### src/rtl/serial_addsub_unit_pkg.sv
// Shared encodings for the digit-serial add/subtract unit.
// Mode values and the FSM state type used by the top level.
package serial_addsub_unit_pkg;

  localparam logic ModeAdd = 1'b0;
  localparam logic ModeSub = 1'b1;

  typedef enum logic [1:0] {
    StIdle = 2'd0,
    StRun  = 2'd1,
    StDone = 2'd2
  } state_e;

  // Extension bit of the result: carry for add, borrow (inverted carry) for subtract.
  function automatic logic ext_flag(input logic mode, input logic cout);
    return (mode == ModeAdd) ? cout : ~cout;
  endfunction

endpackage

### src/rtl/addsub_digit.sv
// Combinational DIGIT-bit ripple adder slice.
// Also reports the carry into its top bit so the caller can derive signed overflow.
module addsub_digit #(
  parameter int unsigned DIGIT = 4
) (
  input  logic [DIGIT-1:0] a,
  input  logic [DIGIT-1:0] b,
  input  logic             cin,
  output logic [DIGIT-1:0] sum,
  output logic             cout,
  output logic             c_msb
);

  logic [DIGIT:0] c;

  assign c[0] = cin;

  for (genvar i = 0; i < DIGIT; i++) begin : g_bit
    assign sum[i]   = a[i] ^ b[i] ^ c[i];
    assign c[i+1]   = (a[i] & b[i]) | (c[i] & (a[i] ^ b[i]));
  end

  assign cout  = c[DIGIT];
  assign c_msb = c[DIGIT-1];

endmodule

### src/rtl/serial_addsub_unit.sv
// Digit-serial two's-complement add/subtract unit, LSB digit first, DIGIT bits per clock.
// Valid/ready on both sides; result and flags are registered and held until consumed.
module serial_addsub_unit
  import serial_addsub_unit_pkg::*;
#(
  parameter int unsigned WIDTH = 16,
  parameter int unsigned DIGIT = 4
) (
  input  logic             clk,
  input  logic             rst_n,
  input  logic             in_valid,
  output logic             in_ready,
  input  logic             in_mode,
  input  logic [WIDTH-1:0] in_a,
  input  logic [WIDTH-1:0] in_b,
  output logic             out_valid,
  input  logic             out_ready,
  output logic [WIDTH:0]   out_res,
  output logic             out_cout,
  output logic             out_ovf
);

  localparam int unsigned NDIG = WIDTH / DIGIT;
  localparam int unsigned CW   = $clog2(NDIG + 1);

  state_e           state_q;
  logic [WIDTH-1:0] a_q;
  logic [WIDTH-1:0] b_q;
  logic [WIDTH-1:0] res_q;
  logic             carry_q;
  logic             mode_q;
  logic [CW-1:0]    cnt_q;
  logic             out_valid_q;
  logic [WIDTH:0]   out_res_q;
  logic             out_cout_q;
  logic             out_ovf_q;

  logic [DIGIT-1:0]       dig_sum;
  logic                   dig_cout;
  logic                   dig_cmsb;
  logic [WIDTH+DIGIT-1:0] res_cat;
  logic [WIDTH-1:0]       res_shift;
  logic                   last_digit;

  addsub_digit #(
    .DIGIT (DIGIT)
  ) u_digit (
    .a     (a_q[DIGIT-1:0]),
    .b     (b_q[DIGIT-1:0]),
    .cin   (carry_q),
    .sum   (dig_sum),
    .cout  (dig_cout),
    .c_msb (dig_cmsb)
  );

  // New digit enters at the MSB end; after NDIG shifts the sum is aligned.
  assign res_cat    = {dig_sum, res_q};
  assign res_shift  = res_cat[WIDTH+DIGIT-1:DIGIT];
  assign last_digit = (cnt_q == CW'(NDIG - 1));

  always_ff @(posedge clk or negedge rst_n) begin
    if (!rst_n) begin
      state_q     <= StIdle;
      a_q         <= '0;
      b_q         <= '0;
      res_q       <= '0;
      carry_q     <= 1'b0;
      mode_q      <= ModeAdd;
      cnt_q       <= '0;
      out_valid_q <= 1'b0;
      out_res_q   <= '0;
      out_cout_q  <= 1'b0;
      out_ovf_q   <= 1'b0;
    end else begin
      unique case (state_q)
        StIdle: begin
          if (in_valid) begin
            a_q     <= in_a;
            b_q     <= in_b ^ {WIDTH{in_mode == ModeSub}};
            carry_q <= in_mode;
            mode_q  <= in_mode;
            cnt_q   <= '0;
            state_q <= StRun;
          end
        end
        StRun: begin
          a_q     <= a_q >> DIGIT;
          b_q     <= b_q >> DIGIT;
          res_q   <= res_shift;
          carry_q <= dig_cout;
          cnt_q   <= cnt_q + CW'(1);
          if (last_digit) begin
            out_res_q   <= {ext_flag(mode_q, dig_cout), res_shift};
            out_cout_q  <= dig_cout;
            out_ovf_q   <= dig_cmsb ^ dig_cout;
            out_valid_q <= 1'b1;
            state_q     <= StDone;
          end
        end
        StDone: begin
          if (out_ready) begin
            out_valid_q <= 1'b0;
            state_q     <= StIdle;
          end
        end
        default: state_q <= StIdle;
      endcase
    end
  end

  assign in_ready  = (state_q == StIdle);
  assign out_valid = out_valid_q;
  assign out_res   = out_res_q;
  assign out_cout  = out_cout_q;
  assign out_ovf   = out_ovf_q;

endmodule

### config.mk
export PLATFORM = sky130hd
export DESIGN_NAME = serial_addsub_unit
export DESIGN_NICKNAME = d
export VERILOG_FILES = /design/src/rtl/serial_addsub_unit_pkg.sv /design/src/rtl/addsub_digit.sv /design/src/rtl/serial_addsub_unit.sv
export SDC_FILE = /design/constraint.sdc
export NUM_CORES = 1
export LEC_CHECK = 0
export CAP_MARGIN = 20
export CORE_MARGIN = 3
export CORE_UTILIZATION = 52
export DETAILED_ROUTE_END_ITERATION = 8
export PLACE_DENSITY = 0.81
export SLEW_MARGIN = 20
export SYNTH_ARGS = -nofsm -noshare
export SYNTH_HDL_FRONTEND = slang
export SYNTH_HIERARCHICAL = 1
export SYNTH_SLANG_ARGS = --single-unit
### constraint.sdc
create_clock -name clk -period 2.66 [get_ports clk]
set_input_delay 0.798 -clock clk [delete_from_list [all_inputs] [get_ports clk]]
set_output_delay 0.798 -clock clk [all_outputs]
set_load 0.1 [all_outputs]
==> summary.txt <==
Clock tree
  • Clock buffer depth: 2
  • Clock root buffer: clkbuf_8
  • CTS sink cnt: 71
  • Gates resized, CTS repair: 0
  • Clk Latency, worst-skew pair: 0.33 ns
  • CTS Hold Bufs: 0
  • CTS buffer count: 9
  • CTS tree: yes
  • Htree depth: 3
  • Postcts setup bufs: 0
  • Clk slew on worst S/H paths: approximately 0.07 ns

Global routing
  • Largest net degree at the start of global routing: 72
  • Gr usage total: 18.9%
  • First-pass GRT wire length: 10600 microns
  • Initial antenna violation count: 0
  • Vias in the first global route: 2279
  • Grt total ovfl: 0

Logic synthesis
  • Async SR Flop Fraction: 100%
  • Synthesized area: 3170 sq um
  • Yosys top cell by area: dfrtp_1
  • Mapped Avg Cell Area: between 10 and 15 sq um
  • Gate Count Post-Synth: 293
  • Top post-synthesis cells by count: 71 x dfrtp_1, 58 x nand2_1, 18 x xnor2_1, 17 x mux2_2, 17 x nor2_1
  • Syn. warnings: 6
  • Post-synth top area share: 56.0%
  • Adder-cell share of the synthesized area: 3.31%
  • Syn nets: 336
  • Register area share after synthesis: between 50% and 60%
  • Top post-synthesis cells by area: dfrtp_1 56%, nand2_1 6.9%, mux2_2 6.0%, xnor2_1 5.0%, a221o_1 2.8%
  • Largest family of logic cells by synthesized area: simple AND/OR/NAND/NOR gates
  • XOR/XNOR Fraction of Synth Area: slightly below 5%
  • Most common cell in the netlist: dfrtp_1
  • Post-synthesis mux area share: 6.03%
  • Number of synthesized flops with an enable pin: 0
  • Synth Area in Compound Gates: 12.2%
  • #FFs+latches synth: 71
  • Distinct cells, synth: 30
  • Synth Flop Type: dfrtp_1
  • Post-synthesis simple-gate area fraction: 13.0%

Layout
  • Syn-to-layout area delta: 26.1%
  • Fillcell total: 463
  • Nets: just under 400
  • Share of cells above drive strength 1: 20.6%
  • Diode count: 0
  • Multi-input logic area: 1260 sq um
  • Post-Layout Inst Area: 4000 sq um
  • FF/Latch Area: 1780 sq um
  • Final Instance Count excl. Fillers: 432

Min path
  • Hold depth: 2
  • Hold/Removal Path Class: flip-flop to flip-flop
  • Hold EP: res_q[5]
  • Hold wc startpoint: res_q[5]

Power and ir drop
  • Pwr dens: 1370 nW/um^2
  • Peak VDD IR: 1040 uV
  • Pleak: 1.89 nW

Floorplanning
  • CORE AREA: 5710 sq um
  • Starting Density: 55.6%
  • # IOs: 58
  • Die width: 84.1 microns
  • Die Y: 84.1 microns
  • DIE AREA: 7080 sq um
  • Row count: 27

STA
  • Period minus WS final: 2.29 ns
  • Max frequency: 0.436 GHz
  • Final Max Tran Viols: 0
  • Setup TNS: 0 ns
  • Final Hold Vio Count: 0
  • Tcrit/Tclk final: 86.3%
  • Slew @ Worst Pin: 0.363 ns
  • Worst setup margin: 0.365 ns
  • Worst rel slew slack: 75.8%
  • RSZ-0062 raised after global routing: false
  • Setup violators final: 0
  • Max Clock Skew: ~0.0075 ns

Setup path
  • CP Data Required Time: approximately 2.9 ns
  • R2r worst-path depth: 7
  • Most common cell on crit path: fa_1
  • RR Endpoint: out_res[15]
  • Setup CP Type: flip-flop to flip-flop
  • Crit path arrival time: 2.52 ns
  • Slowest stage delay, CP: between 0.4 and 0.5 ns
  • Critical path's slowest cell: fa_1
  • FF-to-FF Start: a_q[0]
  • Type of origin of the critical path: flip-flop
  • CP endpoint kind: flip-flop
  • Cell chain of the critical path: fa_1, inv_1, fa_1, fa_1, inv_1, fa_1, mux2_2
  • CP max FO: 3
  • Reg-to-reg setup timing slack: 0.37 ns

Placement
  • IO buf count: 57
  • Post-DP HPWL: 4350 microns
  • RePlAce Congestion: 0.742
  • DP Area: roughly 3800 sq um
  • Placed Instances: approximately 420
  • DP Worst Slack: 0.351 ns

Detailed routing
  • Post-route ant nets: 0
  • Vias per cell: 5.29
  • Post-route DRC: 0
  • Post-Route WL: 6190 microns
  • First-pass iteration count of the detailed router: 4
  • Routed WL per cell: 14.3 microns
  • Vias: 2287
  • Initial DRC count: about 140

Job
  • Max Cap Viol: 0

Outcome
  • Status: finished clean
worst max-delay path by stage:
| stage | startpoint | endpoint | slack, ns | cells past startpoint |
|---|---|---|---|---|
| 2_1_floorplan | state_q[0] | in_ready | 0.29 | 3 |
| 3_3_place_gp | in_valid | b_q[14] | 0.38 | 5 |
| 3_5_place_dp | in_valid | b_q[10] | 0.35 | 5 |
| 4_1_cts | a_q[0] | out_res[15] | 0.37 | 7 |
| 5_1_grt | a_q[0] | out_ovf | 0.27 | 8 |
| 6_report | a_q[0] | out_res[15] | 0.37 | 7 |
power by group:
part           total (W)  internal (W)  leakage [nW]  switching, W
Combinational    0.00279      0.000897         0.878       0.00190
Clock           0.000830      0.000455         0.100      0.000375
Sequential       0.00184       0.00155         0.910      0.000295
Total            0.00547       0.00290          1.89       0.00257
sequential cells by signal, indices dropped and copies added, names as in the netlist:
signal     flops
res_q         12
out_res       17
b_q           16
out_valid      1
out_ovf        1
cnt_q          3
carry_q        1
out_cout       1
mode_q         1
state_q        2
a_q           16
area by class of cell:
type,instances,area share (%)
clock buffers,12,3.63
clock inverters,4,1.13
inverters,11,1.03
multi-input cells,191,31.5
flip-flops and latches,71,44.4
well taps,72,2.25
repair buffers,71,16.1
cell families (layout without fill, tap and decap cells):
kind of cell | after synthesis | count (layout)
DFF | 71 | 71
adders and majority gates | 6 | 6
muxes | 17 | 17
buffers and inverters | 31 | 98
AOI/OAI and AO/OA | 55 | 55
xor gates and xnor gates | 18 | 18
and+or+nand+nor | 95 | 95
cells in the final DEF, fill, tap and decap left out, types with 3 or more instances in the layout:
master and n:
fa_1 4, xnor2_1 18, a22oi_1 12, a221o_1 9
inv_1 11, dfrtp_1 71, buf_4 33, clkdlybuf4s50_1 35
nand2_1 58, a21oi_1 7, clkbuf_8 10, a221o_2 4
clkinv_2 3, nand3_1 8, o21ai_1 3, o21ai_0 15
nor2_1 16, and2b_1 4, mux2_2 17
per-layer routing:
layer  GRT usage, %  routed length, microns  up-vias
li1               -                       -     1114
met1           24.0                    2700     1096
met2           30.1                    2980       67
met3           3.85                     374       10
met4           10.8                     133        0
met5              0                       0        -
stage by stage:
stage	util (%)	hold slack, ns	total power, W
after floorplan	-	0.442	0.00396
after global placement	66.7	0.456	0.00459
after detailed placement	66.7	0.471	0.00468
after CTS	70.1	0.486	0.00552
after global routing	70.1	0.499	0.00583
final	70.1	0.483	0.00547
worst max-delay path: cells and delay by family (launching register included):
| family | cells | cell delay [ns] |
|---|---|---|
| adder cells (fa/ha/maj) | 4 | 1.36 |
| flip-flops | 1 | 0.40 |
| multiplexers | 1 | 0.27 |
| buffers and inverters | 2 | 0.15 |
(Power assumes the default switching activity.)
